--- src/rtl/qpsk_pkg.sv ---
// Shared constants, state type and symbol payload for the QPSK transmit sequencer.
package qpsk_pkg;

    localparam int unsigned UPSAMPLE   = 4;
    localparam int unsigned PHASE_W    = $clog2(UPSAMPLE);
    localparam int unsigned SYM_W      = 2;
    localparam int unsigned FIFO_DEPTH = 2;
    localparam int unsigned FIFO_PTR_W = $clog2(FIFO_DEPTH);
    localparam int unsigned FIFO_CNT_W = $clog2(FIFO_DEPTH + 1);
    localparam int unsigned UCNT_W     = 8;

    localparam logic [SYM_W-1:0] SYM_POS  = 2'b01;
    localparam logic [SYM_W-1:0] SYM_NEG  = 2'b11;
    localparam logic [SYM_W-1:0] SYM_ZERO = 2'b00;

    // Last phase of a symbol period; the edge leaving it opens the next slot.
    localparam logic [PHASE_W-1:0] PHASE_LAST = PHASE_W'(UPSAMPLE - 1);

    typedef enum logic [1:0] {
        IDLE  = 2'd0,
        RUN   = 2'd1,
        DRAIN = 2'd2
    } tx_state_t;

    typedef struct packed {
        logic [SYM_W-1:0] i;
        logic [SYM_W-1:0] q;
    } sym_pair_t;

    function automatic logic [SYM_W-1:0] map_bit(input logic b);
        return b ? SYM_NEG : SYM_POS;
    endfunction

endpackage

--- src/rtl/qpsk_sym_fifo.sv ---
// Two-entry symbol FIFO; head_c presents the oldest entry combinationally.
module qpsk_sym_fifo
    import qpsk_pkg::*;
(
    input  logic                  clk_fs,
    input  logic                  rst_n,
    input  logic                  push,
    input  sym_pair_t             push_data,
    input  logic                  pop,
    output sym_pair_t             head_c,
    output logic [FIFO_CNT_W-1:0] count
);

    sym_pair_t             mem_q [FIFO_DEPTH];
    logic [FIFO_PTR_W-1:0] wr_ptr_q;
    logic [FIFO_PTR_W-1:0] rd_ptr_q;
    logic                  do_push;
    logic                  do_pop;

    // Push when full and pop when empty are ignored.
    assign do_push = push && (count != FIFO_CNT_W'(FIFO_DEPTH));
    assign do_pop  = pop && (count != '0);
    assign head_c  = mem_q[rd_ptr_q];

    always_ff @(posedge clk_fs or negedge rst_n) begin
        if (!rst_n) begin
            mem_q    <= '{default: '0};
            wr_ptr_q <= '0;
            rd_ptr_q <= '0;
            count    <= '0;
        end else begin
            if (do_push) begin
                mem_q[wr_ptr_q] <= push_data;
                wr_ptr_q        <= wr_ptr_q + FIFO_PTR_W'(1);
            end
            if (do_pop) begin
                rd_ptr_q <= rd_ptr_q + FIFO_PTR_W'(1);
            end
            case ({do_push, do_pop})
                2'b10:   count <= count + FIFO_CNT_W'(1);
                2'b01:   count <= count - FIFO_CNT_W'(1);
                default: count <= count;
            endcase
        end
    end

endmodule

--- src/rtl/qpsk_tx_sequencer.sv ---
// QPSK transmit sequencer: pairs serial bits into I/Q symbols and emits them zero-stuffed x4.
// Optional saturating underrun counter port enabled by defining QPSK_UNDERRUN_CNT_EN.
module qpsk_tx_sequencer
    import qpsk_pkg::*;
(
    input  logic             clk_fs,
    input  logic             rst_n,
    input  logic             en,
    input  logic             bit_in,
    input  logic             bit_valid,
    output logic             bit_ready,
    output logic [SYM_W-1:0] data_I_out,
    output logic [SYM_W-1:0] data_Q_out,
    output logic             sym_strobe,
    output logic             busy,
    output logic             underrun
`ifdef QPSK_UNDERRUN_CNT_EN
    ,
    output logic [UCNT_W-1:0] underrun_cnt
`endif
);

    tx_state_t             state_q;
    tx_state_t             state_d;
    logic [PHASE_W-1:0]    phase_q;
    logic [PHASE_W-1:0]    phase_d;
    logic                  half_vld_q;
    logic                  half_vld_d;
    logic                  half_bit_q;
    logic                  half_bit_d;
    sym_pair_t             sym_d;
    logic                  strobe_d;
    logic                  underrun_d;

    logic                  accept;
    logic                  push;
    logic                  pop;
    logic                  slot;
    logic                  fifo_empty;
    sym_pair_t             push_pair;
    sym_pair_t             fifo_head;
    logic [FIFO_CNT_W-1:0] fifo_count;

    // Ready is held low during reset even though en may already be high.
    assign bit_ready  = rst_n && en && (fifo_count < FIFO_CNT_W'(FIFO_DEPTH));
    assign accept     = bit_valid && bit_ready;
    assign push       = accept && half_vld_q;
    assign push_pair  = '{i: map_bit(half_bit_q), q: map_bit(bit_in)};
    assign slot       = (phase_q == PHASE_LAST);
    assign fifo_empty = (fifo_count == '0);

    qpsk_sym_fifo u_sym_fifo (
        .clk_fs    (clk_fs),
        .rst_n     (rst_n),
        .push      (push),
        .push_data (push_pair),
        .pop       (pop),
        .head_c    (fifo_head),
        .count     (fifo_count)
    );

    // State register.
    always_ff @(posedge clk_fs or negedge rst_n) begin
        if (!rst_n) begin
            state_q <= IDLE;
        end else begin
            state_q <= state_d;
        end
    end

    // Next state, slot actions and bit pairing.
    always_comb begin
        state_d    = state_q;
        phase_d    = phase_q;
        sym_d      = '{i: SYM_ZERO, q: SYM_ZERO};
        strobe_d   = 1'b0;
        underrun_d = 1'b0;
        pop        = 1'b0;
        half_vld_d = half_vld_q;
        half_bit_d = half_bit_q;

        if (accept) begin
            half_vld_d = ~half_vld_q;
            if (!half_vld_q) begin
                half_bit_d = bit_in;
            end
        end

        case (state_q)
            IDLE: begin
                phase_d = '0;
                // Preload the last phase so the very next edge opens a slot.
                if (en && !fifo_empty) begin
                    state_d = RUN;
                    phase_d = PHASE_LAST;
                end
            end
            RUN: begin
                phase_d = phase_q + PHASE_W'(1);
                if (slot) begin
                    if (!fifo_empty) begin
                        pop      = 1'b1;
                        sym_d    = fifo_head;
                        strobe_d = 1'b1;
                    end else begin
                        underrun_d = 1'b1;
                    end
                end
                if (!en) begin
                    state_d = DRAIN;
                end
            end
            DRAIN: begin
                phase_d = phase_q + PHASE_W'(1);
                if (slot) begin
                    if (!fifo_empty) begin
                        pop      = 1'b1;
                        sym_d    = fifo_head;
                        strobe_d = 1'b1;
                    end else if (!en) begin
                        state_d    = IDLE;
                        phase_d    = '0;
                        half_vld_d = 1'b0;
                    end
                end
                if (en) begin
                    state_d = RUN;
                end
            end
            default: begin
                state_d = IDLE;
                phase_d = '0;
            end
        endcase
    end

    // Phase counter, half-pair holding register and registered outputs.
    always_ff @(posedge clk_fs or negedge rst_n) begin
        if (!rst_n) begin
            phase_q    <= '0;
            half_vld_q <= 1'b0;
            half_bit_q <= 1'b0;
            data_I_out <= SYM_ZERO;
            data_Q_out <= SYM_ZERO;
            sym_strobe <= 1'b0;
            underrun   <= 1'b0;
            busy       <= 1'b0;
        end else begin
            phase_q    <= phase_d;
            half_vld_q <= half_vld_d;
            half_bit_q <= half_bit_d;
            data_I_out <= sym_d.i;
            data_Q_out <= sym_d.q;
            sym_strobe <= strobe_d;
            underrun   <= underrun_d;
            busy       <= (state_d != IDLE);
        end
    end

`ifdef QPSK_UNDERRUN_CNT_EN
    // Saturating underrun tally, restarted each time transmission starts from IDLE.
    always_ff @(posedge clk_fs or negedge rst_n) begin
        if (!rst_n) begin
            underrun_cnt <= '0;
        end else if ((state_q == IDLE) && (state_d == RUN)) begin
            underrun_cnt <= '0;
        end else if (underrun_d && (underrun_cnt != '1)) begin
            underrun_cnt <= underrun_cnt + UCNT_W'(1);
        end
    end
`endif

endmodule

--- config.mk ---
export PLATFORM = sky130hd
export DESIGN_NAME = qpsk_tx_sequencer
export DESIGN_NICKNAME = d
export VERILOG_FILES = /design/src/rtl/qpsk_pkg.sv /design/src/rtl/qpsk_sym_fifo.sv /design/src/rtl/qpsk_tx_sequencer.sv
export SDC_FILE = /design/constraint.sdc
export NUM_CORES = 1
export LEC_CHECK = 0
export CAP_MARGIN = 20
export CORE_AREA = 2 2 47 49
export CTS_BUF_LIST = sky130_fd_sc_hd__clkbuf_8
export DETAILED_ROUTE_END_ITERATION = 8
export DIE_AREA = 0 0 49 51
export PLACE_DENSITY = 0.77
export SETUP_SLACK_MARGIN = 0.2
export SLEW_MARGIN = 40
export SYNTH_ARGS = -nofsm -noshare
export SYNTH_HDL_FRONTEND = slang
export SYNTH_SLANG_ARGS = --single-unit
--- constraint.sdc ---
create_clock -name clk_fs -period 2 [get_ports clk_fs]
set_input_delay 0.2 -clock clk_fs [delete_from_list [all_inputs] [get_ports clk_fs]]
set_output_delay 0.2 -clock clk_fs [all_outputs]
set_load 0.03 [all_outputs]
==> metrics.cfg, run 1 <==
[status]
status = finished, final reports clean

[yosys]
synth_top_area_cell = dfrtp_1
ys_types = 35
synth_area_leaders = dfrtp_1 52%, ha_1 9.4%, xnor2_1 4.1%, mux2_2 3.2%, mux2i_1 2.8%
syn_area_sq_um = 1060
synthesis.nets = 101
synthCells = 88
synth_top_area_share = 0.517
ys_seq_area_frac = 0.517
syn_avg_cell_area_sq_um = 12.1
yosysWarnings = 0
synth-seq-cells = 22

[critical_path]
startpoint = u_sym_fifo.count[1]$_DFFE_PN0P_
reg2reg_slack_ns = 0.26
crit_type = reg -> reg
cp-start-kind = flip-flop
crit_required_ns = 2.15
r2r_cells = 7
reg2reg_from = u_sym_fifo.count[1]$_DFFE_PN0P_
reg2reg_to = u_sym_fifo.mem_q[5]$_DFFE_PN0P_
critPathArrivalTime_ns = 1.89
cp_max_fo = 3
critPathCaptureType = flip-flop
crit_end = u_sym_fifo.mem_q[5]$_DFFE_PN0P_

[drt]
drtIter0Drc = 6
drc = 0
antenna_left = 0
wl_per_cell_um = 13.5
vias = 716
drt_pre_antenna_iters = 4
routed_wl_mm = 1.89
vias_per_cell = 5.11

[clock_network]
cts-root-buf = clkbuf_8
clockBufferDepth = 2
cts_tree = built
hold_buffers = 0
h-tree-depth = 1
cts.clk_slew.worst_paths_ns = 0.08
numCtsBuffers = 3
clock_sinks = 22
clk_latency_ns = 0.26

[placement]
portBuffers = 12
place_congestion = 0.802
dp_hpwl_mm = 1.34

[pwr]
switching_share = 0.357
seqPwrFrac = 0.407
fin_total_pwr_mw = 1.78
clockPowerShare = 0.177
p_leak_nw = 0.673
power.density_nw_per_um2 = 1300
combPwrFrac = 0.416
p_int_mw = 1.15
p_switching_uw = 636
peakVddDrop_mv = 0.770

[grt]
grt_pass1_wl_mm = 3.31
overflow = 0
grt_pass1_vias = 783
antenna_found_initial = 0
grt_max_degree = 23
grt.total_usage = 0.184

[finish]
regArea_sq_um = 551
area_delta_synth_final_pct = 28.4
multi_input_area_sq_um = 494
nNetsFinal = 126
fillers = 165
antenna_cells = 0
drive_above_1_share = 0.304

[floorplanning]
ios = 13
dieArea_sq_um = 2500
start_util = 0.516
die_w_um = 49
placement_rows = 17
dieHeight_um = 51
core-area_sq_um = 2060

[timing]
final.setup.tns_ns = 0
finalHoldViolations = 0
hold_ws_ns = 0.320
relSlewSlack = 0.743
skew_ns = 0.00403
worst_pin_slew_ns = 0.385
slew_violations = 0
finalSetupViolCount = 0
grt_setup_unrepaired = false
clock.fmax_mhz = 575
fin_crit_ns = 1.74
period_share = 0.870

[flow_run]
max_cap_violations = 0

[min_path]
hold_path.class = in -> async

-- metrics by stage --
step                area (sq um)  worst slack (ns)  std cells  utilization
floorplan                   1070             0.211         88            -
global placement            1240            0.0275        130        0.601
detailed placement          1240            -0.113        130        0.601
CTS                         1310             0.219        136        0.637
global route                1370             0.194        140        0.663
finish                      1370             0.260        140        0.663
-- routing by layer --
metal	wire length, um	GRT usage	vias up
met3	94	0.0702	7
met1	742	0.194	344
li1	-	-	350
met4	56	0.110	0
met5	0	0	-
met2	993	0.313	15
-- cells in the final DEF, fill, tap and decap left out, types with 2 or more instances in the layout --
master           synthesis  routed
nand2b_1                 2       2
clkdlybuf4s50_1          0      10
mux2i_1                  3       3
ha_2                     0       2
buf_4                    1      13
nor3_1                   3       3
clkbuf_8                 0       4
nor2_1                   7       6
inv_1                    6       5
dfrtp_1                 22      22
ha_1                     8       6
xnor2_1                  5       4
mux2_2                   3       3
inv_2                    1       2
o211a_1                  2       2
mux2_1                   2       2
-- critical path, cell delays in order (launching register included) --
cell and delay (ns):
dfrtp_1 0.40, inv_2 0.06, and3_4 0.18, and2_4 0.14, ha_2 0.20, buf_4 0.11, o211a_1 0.19, mux2_2 0.34
-- registers in the layout (all words and copies together) (netlist names) --
register and count:
u_sym_fifo.mem_q 6, data_Q_out 2, phase_q 2, state_q 2, u_sym_fifo.count 2, busy 1, data_I_out 1, half_bit_q 1
half_vld_q 1, sym_strobe 1, u_sym_fifo.rd_ptr_q 1, u_sym_fifo.wr_ptr_q 1, underrun 1
-- kinds of logic after synthesis --
logic type,after synthesis,synth area share
buffers and inverters,11,0.0493
flip-flops,22,0.517
multiplexers,8,0.0811
AO/OA/AOI/OAI,12,0.0975
adder cells (fa/ha/maj),8,0.0940
XOR/XNOR,5,0.0411
AND/OR/NAND/NOR,22,0.120
-- final cells by class --
class,count,area share
multi-input combinational,55,0.361
inverter,7,0.0192
clock buffer,4,0.0403
sequential,22,0.403
timing repair buffer,24,0.151
tap,28,0.0256
-- worst min path at each step --
stage	to	slack, ns	depth (start not counted)
finish	u_sym_fifo.wr_ptr_q$_DFFE_PN0N_	0.32	2
global route	u_sym_fifo.wr_ptr_q$_DFFE_PN0N_	0.37	2
CTS	state_q[1]$_DFF_PN0_	0.33	2
detailed placement	u_sym_fifo.mem_q[0]$_DFFE_PN0P_	0.46	1
global placement	u_sym_fifo.mem_q[4]$_DFFE_PN0P_	0.45	1
floorplan	busy$_DFF_PN0_	-0.1	0
-- cells in the mapped netlist --
cell type,number
o211ai_1,1
buf_4,1
or4b_4,1
and3_2,1
a221oi_1,1
inv_2,1
o21ai_0,1
mux2i_1,3
and2_1,1
o21ai_1,1
buf_6,1
a21o_1,1
and2b_2,1
a31oi_1,1
and3_1,1
nand2b_1,2
ha_1,8
or3b_1,1
o32ai_1,1
or2_1,2
dfrtp_1,22
a221oi_2,1
mux2_2,3
xnor2_1,5
a211oi_2,1
nand2_1,1
mux2_1,2
nor2b_1,1
o211a_1,2
clkbuf_1,1
buf_1,1
nor2_1,7
nor3_1,3
a211oi_1,1
inv_1,6
-- timing repair --
item,4_1_cts,5_1_grt
gates resized for setup,3,7
buffers inserted,2,4
endpoints found under the setup margin,1,1
pin swaps,1,4
-- power groups by stage --
stage | clock network [mW] | logic (mW) | registers [mW]
after floorplan | 0 | 0.515 | 0.707
after detailed placement | 0 | 0.647 | 0.734
after global routing | 0.345 | 0.823 | 0.751
final | 0.315 | 0.741 | 0.725
after global placement | 0 | 0.624 | 0.728
after CTS | 0.328 | 0.689 | 0.720
(Power assumes the default switching activity.)
==> run 2, diff against run 1 <==
Settings changed: RECOVER_POWER set to 100.
==> metrics.cfg, run 2 (synthesis gave the netlist of run 1 again) <==
[finish]
drive_above_1_share = 0.223
fillers = 172
multi_input_area_sq_um = 473
antenna_cells = 0
fin_util = 0.645
layout_common_cells = 22 x dfrtp_1, 8 x dlygate4sd3_1, 8 x buf_4
regArea_sq_um = 551
layout_commonest_cell = dfrtp_1
largest_register_ff_count = 6
max_flop_register = u_sym_fifo.mem_q
nNetsFinal = 126
area_delta_synth_final_pct = 25.0

[drt]
drt_pre_antenna_iters = 3
vias = 721
routed_wl_mm = 1.87
antenna_left = 0
wl_per_cell_um = 13.3
drc = 0
vias_per_cell = 5.15
drtIter0Drc = 9

[grt]
grt_max_degree = 23
antenna_found_initial = 0
grt_pass1_vias = 783
grt.total_usage = 0.184
grt_pass1_wl_mm = 3.31
overflow = 0

[flow_run]
max_cap_violations = 0

[timing]
relSlewSlack = 0.252
clock.fmax_mhz = 547
finalSetupViolCount = 0
hold_ws_ns = 0.479
grt_setup_unrepaired = false
fin_crit_ns = 1.83
period_share = 0.914
slew_violations = 0
skew_ns = 0.00345
finalHoldViolations = 0
worst_pin_slew_ns = 1.12
final.setup.tns_ns = 0

[critical_path]
crit_type = in -> reg
r2r_cells = 7
cp_slowest_stage_delay_ns = 0.55
critPathCaptureType = flip-flop
reg2reg_to = u_sym_fifo.mem_q[5]$_DFFE_PN0P_
reg2reg_from = u_sym_fifo.count[1]$_DFFE_PN0P_
critPathArrivalTime_ns = 1.98
worst-path-buf-inv = 2
cp_cell_sequence = dlygate4sd3_1 > and3_1 > and2_4 > ha_1 > buf_4 > o211ai_1 > mux2_1
cp-start-kind = input pin
cp_top_family = buffers and inverters
reg2reg_slack_ns = 0.20
cp_max_fo = 3
crit_slowest_cell = dlygate4sd3_1
crit_required_ns = 2.15

[clock_network]
clock_sinks = 22
h-tree-depth = 1
clk_latency_ns = 0.26
cts-root-buf = clkbuf_8
numCtsBuffers = 3
cts_tree = built
cts.clk_slew.worst_paths_ns = 0.08
hold_buffers = 0
clockBufferDepth = 2

[floorplanning]
ios = 13
core-area_sq_um = 2060
dieHeight_um = 51
die_w_um = 49
dieArea_sq_um = 2500
start_util = 0.516
placement_rows = 17

[pwr]
seqPwrFrac = 0.419
peakVddDrop_mv = 0.748
p_int_mw = 1.11
clockPowerShare = 0.184
switching_share = 0.359
p_leak_nw = 0.679
combPwrFrac = 0.398
p_switching_uw = 619
power.density_nw_per_um2 = 1300

[placement]
portBuffers = 12
place_congestion = 0.802
dp_hpwl_mm = 1.34

[min_path]
holdCritStartpoint = u_sym_fifo.mem_q[0]$_DFFE_PN0P_
hold_path.class = reg -> reg
holdPathStages = 1
min_to = u_sym_fifo.mem_q[0]$_DFFE_PN0P_

[status]
status = finished, final reports clean

==> run 2: cell types whose count changed in the layout (fill, tap and decap cells not counted), sizes merged <==
cell	change
clkdlybuf4s50	-8
dlygate4sd3	+8
buf	-5
clkbuf	+5
==> run 2: power groups by stage <==
stage,combinational (mW),sequential [mW],clock (mW)
finish,0.686,0.722,0.317
global placement,0.624,0.728,0
global route,0.771,0.747,0.345
CTS,0.689,0.720,0.328
floorplan,0.515,0.707,0
detailed placement,0.647,0.734,0
==> run 2: area by class of cell <==
cell class,count,area share
well taps,28,0.0263
multi-input cells,55,0.355
clock buffers,4,0.0414
repair buffers,24,0.144
inverters,7,0.0197
flip-flops and latches,22,0.414
==> run 2: per-stage QoR <==
stage	power, mW	setup slack [ns]	instance area, sq um	cells
global route	1.86	0.101	1330	140
floorplan	1.22	0.211	1070	88
finish	1.72	0.171	1330	140
CTS	1.74	0.219	1310	136
detailed placement	1.38	-0.113	1240	130
global placement	1.35	0.0275	1240	130
==> run 2: metal layers <==
metal  global-route usage  part of all wire
met1                0.194              0.40
met2                0.313              0.52
met3               0.0702             0.047
met4                0.110             0.031
met5                    0                 0
==> run 2: worst register-to-register path, delay by kind of cell, from the launching register on <==
kind                     cells  cell delay [ns]
flip-flops                   1             0.40
multiplexers                 1             0.34
AND/OR/NAND/NOR              2             0.33
buffers and inverters        2             0.21
adder cells (fa/ha/maj)      1             0.21
AO/OA/AOI/OAI                1             0.19
==> run 2: worst max path at each step <==
stage,start,to,slack [ns],cells after the start
floorplan,u_sym_fifo.count[1]$_DFFE_PN0P_,u_sym_fifo.count[1]$_DFFE_PN0P_,0.21,8
global placement,en,u_sym_fifo.count[1]$_DFFE_PN0P_,0.03,8
detailed placement,en,u_sym_fifo.count[1]$_DFFE_PN0P_,-0.11,9
CTS,u_sym_fifo.count[1]$_DFFE_PN0P_,u_sym_fifo.count[1]$_DFFE_PN0P_,0.22,9
global route,rst_n,u_sym_fifo.mem_q[1]$_DFFE_PN0P_,0.10,7
finish,rst_n,u_sym_fifo.mem_q[1]$_DFFE_PN0P_,0.17,7
==> run 2: repair_timing <==
| item | CTS | global route |
|---|---|---|
| gates resized for setup | 3 | 7 |
| setup endpoints to repair | 1 | 1 |
| setup buffers | 2 | 4 |
| pin swaps | 1 | 4 |
==> run 3, diff against run 2 <==
Clock period 2 ns to 2.3 ns, I/O delays scaled along.
==> metrics.cfg, run 3 (synthesis gave the netlist of run 1 again) <==
[pwr]
p_leak_nw = 0.640
p_int_uw = 994
seqPwrFrac = 0.417
p_switching_uw = 514
clockPowerShare = 0.241
fin_total_pwr_mw = 1.51
power.density_nw_per_um2 = 1200
combPwrFrac = 0.341
peakVddDrop_mv = 0.691
switching_share = 0.341

[drt]
drt_pre_antenna_iters = 4
antenna_left = 0
wl_per_cell_um = 13.8
drc = 0
vias = 677
drtIter0Drc = 13
vias_per_cell = 5.21
routed_wl_mm = 1.79

[timing]
relSlewSlack = 0.230
grt_setup_unrepaired = false
fin_crit_ns = 1.98
worst_pin_slew_ns = 1.15
slew_violations = 0
skew_ns = 0.00699
clock.fmax_mhz = 504
final.setup.tns_ns = 0
finalSetupViolCount = 0
finalHoldViolations = 0
period_share = 0.863

[min_path]
hold_path.class = reg -> reg
holdCritStartpoint = u_sym_fifo.mem_q[4]$_DFFE_PN0P_
holdPathStages = 1
min_to = u_sym_fifo.mem_q[4]$_DFFE_PN0P_

[floorplanning]
ios = 13
core-area_sq_um = 2060
placement_rows = 17
dieArea_sq_um = 2500
start_util = 0.516
dieHeight_um = 51
die_w_um = 49

[grt]
antenna_found_initial = 0
grt.total_usage = 0.161
grt_pass1_wl_mm = 3.02
grt_pass1_vias = 706
grt_max_degree = 23
overflow = 0

[finish]
multi_input_area_sq_um = 447
regArea_sq_um = 551
layout_commonest_cell = dfrtp_1
max_flop_register = u_sym_fifo.mem_q
largest_register_ff_count = 6
nNetsFinal = 116
antenna_cells = 0
area_delta_synth_final_pct = 18.2
fin_util = 0.610
fillers = 178
drive_above_1_share = 0.108
layout_common_cells = 22 x dfrtp_1, 8 x ha_1, 8 x dlygate4sd3_1

[status]
status = finished, final reports clean

[placement]
place_congestion = 0.803
dp_hpwl_mm = 1.37
portBuffers = 12

[clock_network]
hold_buffers = 0
clockBufferDepth = 2
clk_latency_ns = 0.27
cts-root-buf = clkbuf_8
h-tree-depth = 1
postCtsSetupRepairBufs = 0
cts.clk_slew.worst_paths_ns = 0.08
clock_sinks = 22
numCtsBuffers = 3
cts_tree = built
cts_resized = 0

[critical_path]
reg2reg_from = u_sym_fifo.count[1]$_DFFE_PN0P_
reg2reg_to = u_sym_fifo.count[1]$_DFFE_PN0P_
critPathArrivalTime_ns = 2.17
cp_max_fo = 6
r2r_cells = 8
crit_type = reg -> reg
critPathCaptureType = flip-flop
crit_required_ns = 2.49
cp-start-kind = flip-flop
reg2reg_slack_ns = 0.32

[flow_run]
max_cap_violations = 0

-- run 3: area by class of cell --
cell class / instances / share of cell area
multi-input combinational: 55 / 0.355
clock buffer: 3 / 0.0328
sequential: 22 / 0.437
inverter: 7 / 0.0209
clock inverter: 1 / 0.0239
tap: 28 / 0.0278
timing repair buffer: 14 / 0.102
-- run 3: routing by layer --
layer,vias to the layer above,share of wire,GRT usage
li1,329,-,-
met1,332,0.44,0.184
met2,14,0.53,0.297
met3,2,0.023,0.0175
met4,0,0.013,0.0857
met5,-,0,0
-- run 3: how the worst max path moves through the flow --
stage	from	to	slack [ns]
after floorplan	u_sym_fifo.count[1]$_DFFE_PN0P_	u_sym_fifo.count[1]$_DFFE_PN0P_	0.46
after global placement	rst_n	u_sym_fifo.count[1]$_DFFE_PN0P_	0.30
after detailed placement	en	u_sym_fifo.count[1]$_DFFE_PN0P_	0.24
after CTS	u_sym_fifo.count[1]$_DFFE_PN0P_	u_sym_fifo.count[1]$_DFFE_PN0P_	0.36
after global routing	u_sym_fifo.count[1]$_DFFE_PN0P_	u_sym_fifo.count[1]$_DFFE_PN0P_	0.13
final	u_sym_fifo.count[1]$_DFFE_PN0P_	u_sym_fifo.count[1]$_DFFE_PN0P_	0.32
-- run 3: worst max-delay path, cell delays in order, from the launching register on --
cell and delay [ns]:
dfrtp_1 0.43, inv_1 0.13, and3_2 0.24, and2_0 0.18
ha_1 0.23, o21ai_1 0.14, ha_1 0.30, nor2_1 0.14
xnor2_1 0.13
-- run 3: power groups by stage --
stage	registers [mW]	clock network (mW)	logic, mW
after global placement	0.634	0	0.527
after global routing	0.653	0.380	0.573
after detailed placement	0.641	0	0.547
after floorplan	0.615	0	0.445
after CTS	0.635	0.372	0.547
final	0.629	0.364	0.515
-- run 3: metrics by stage --
| stage | setup slack (ns) | hold WS, ns | area (sq um) | instances |
|---|---|---|---|---|
| 5_1_grt | 0.131 | 0.498 | 1260 | 130 |
| 6_report | 0.316 | 0.468 | 1260 | 130 |
| 2_1_floorplan | 0.456 | -0.0656 | 1060 | 88 |
| 3_5_place_dp | 0.243 | 0.454 | 1210 | 126 |
| 3_3_place_gp | 0.297 | 0.448 | 1210 | 126 |
| 4_1_cts | 0.361 | 0.361 | 1280 | 130 |
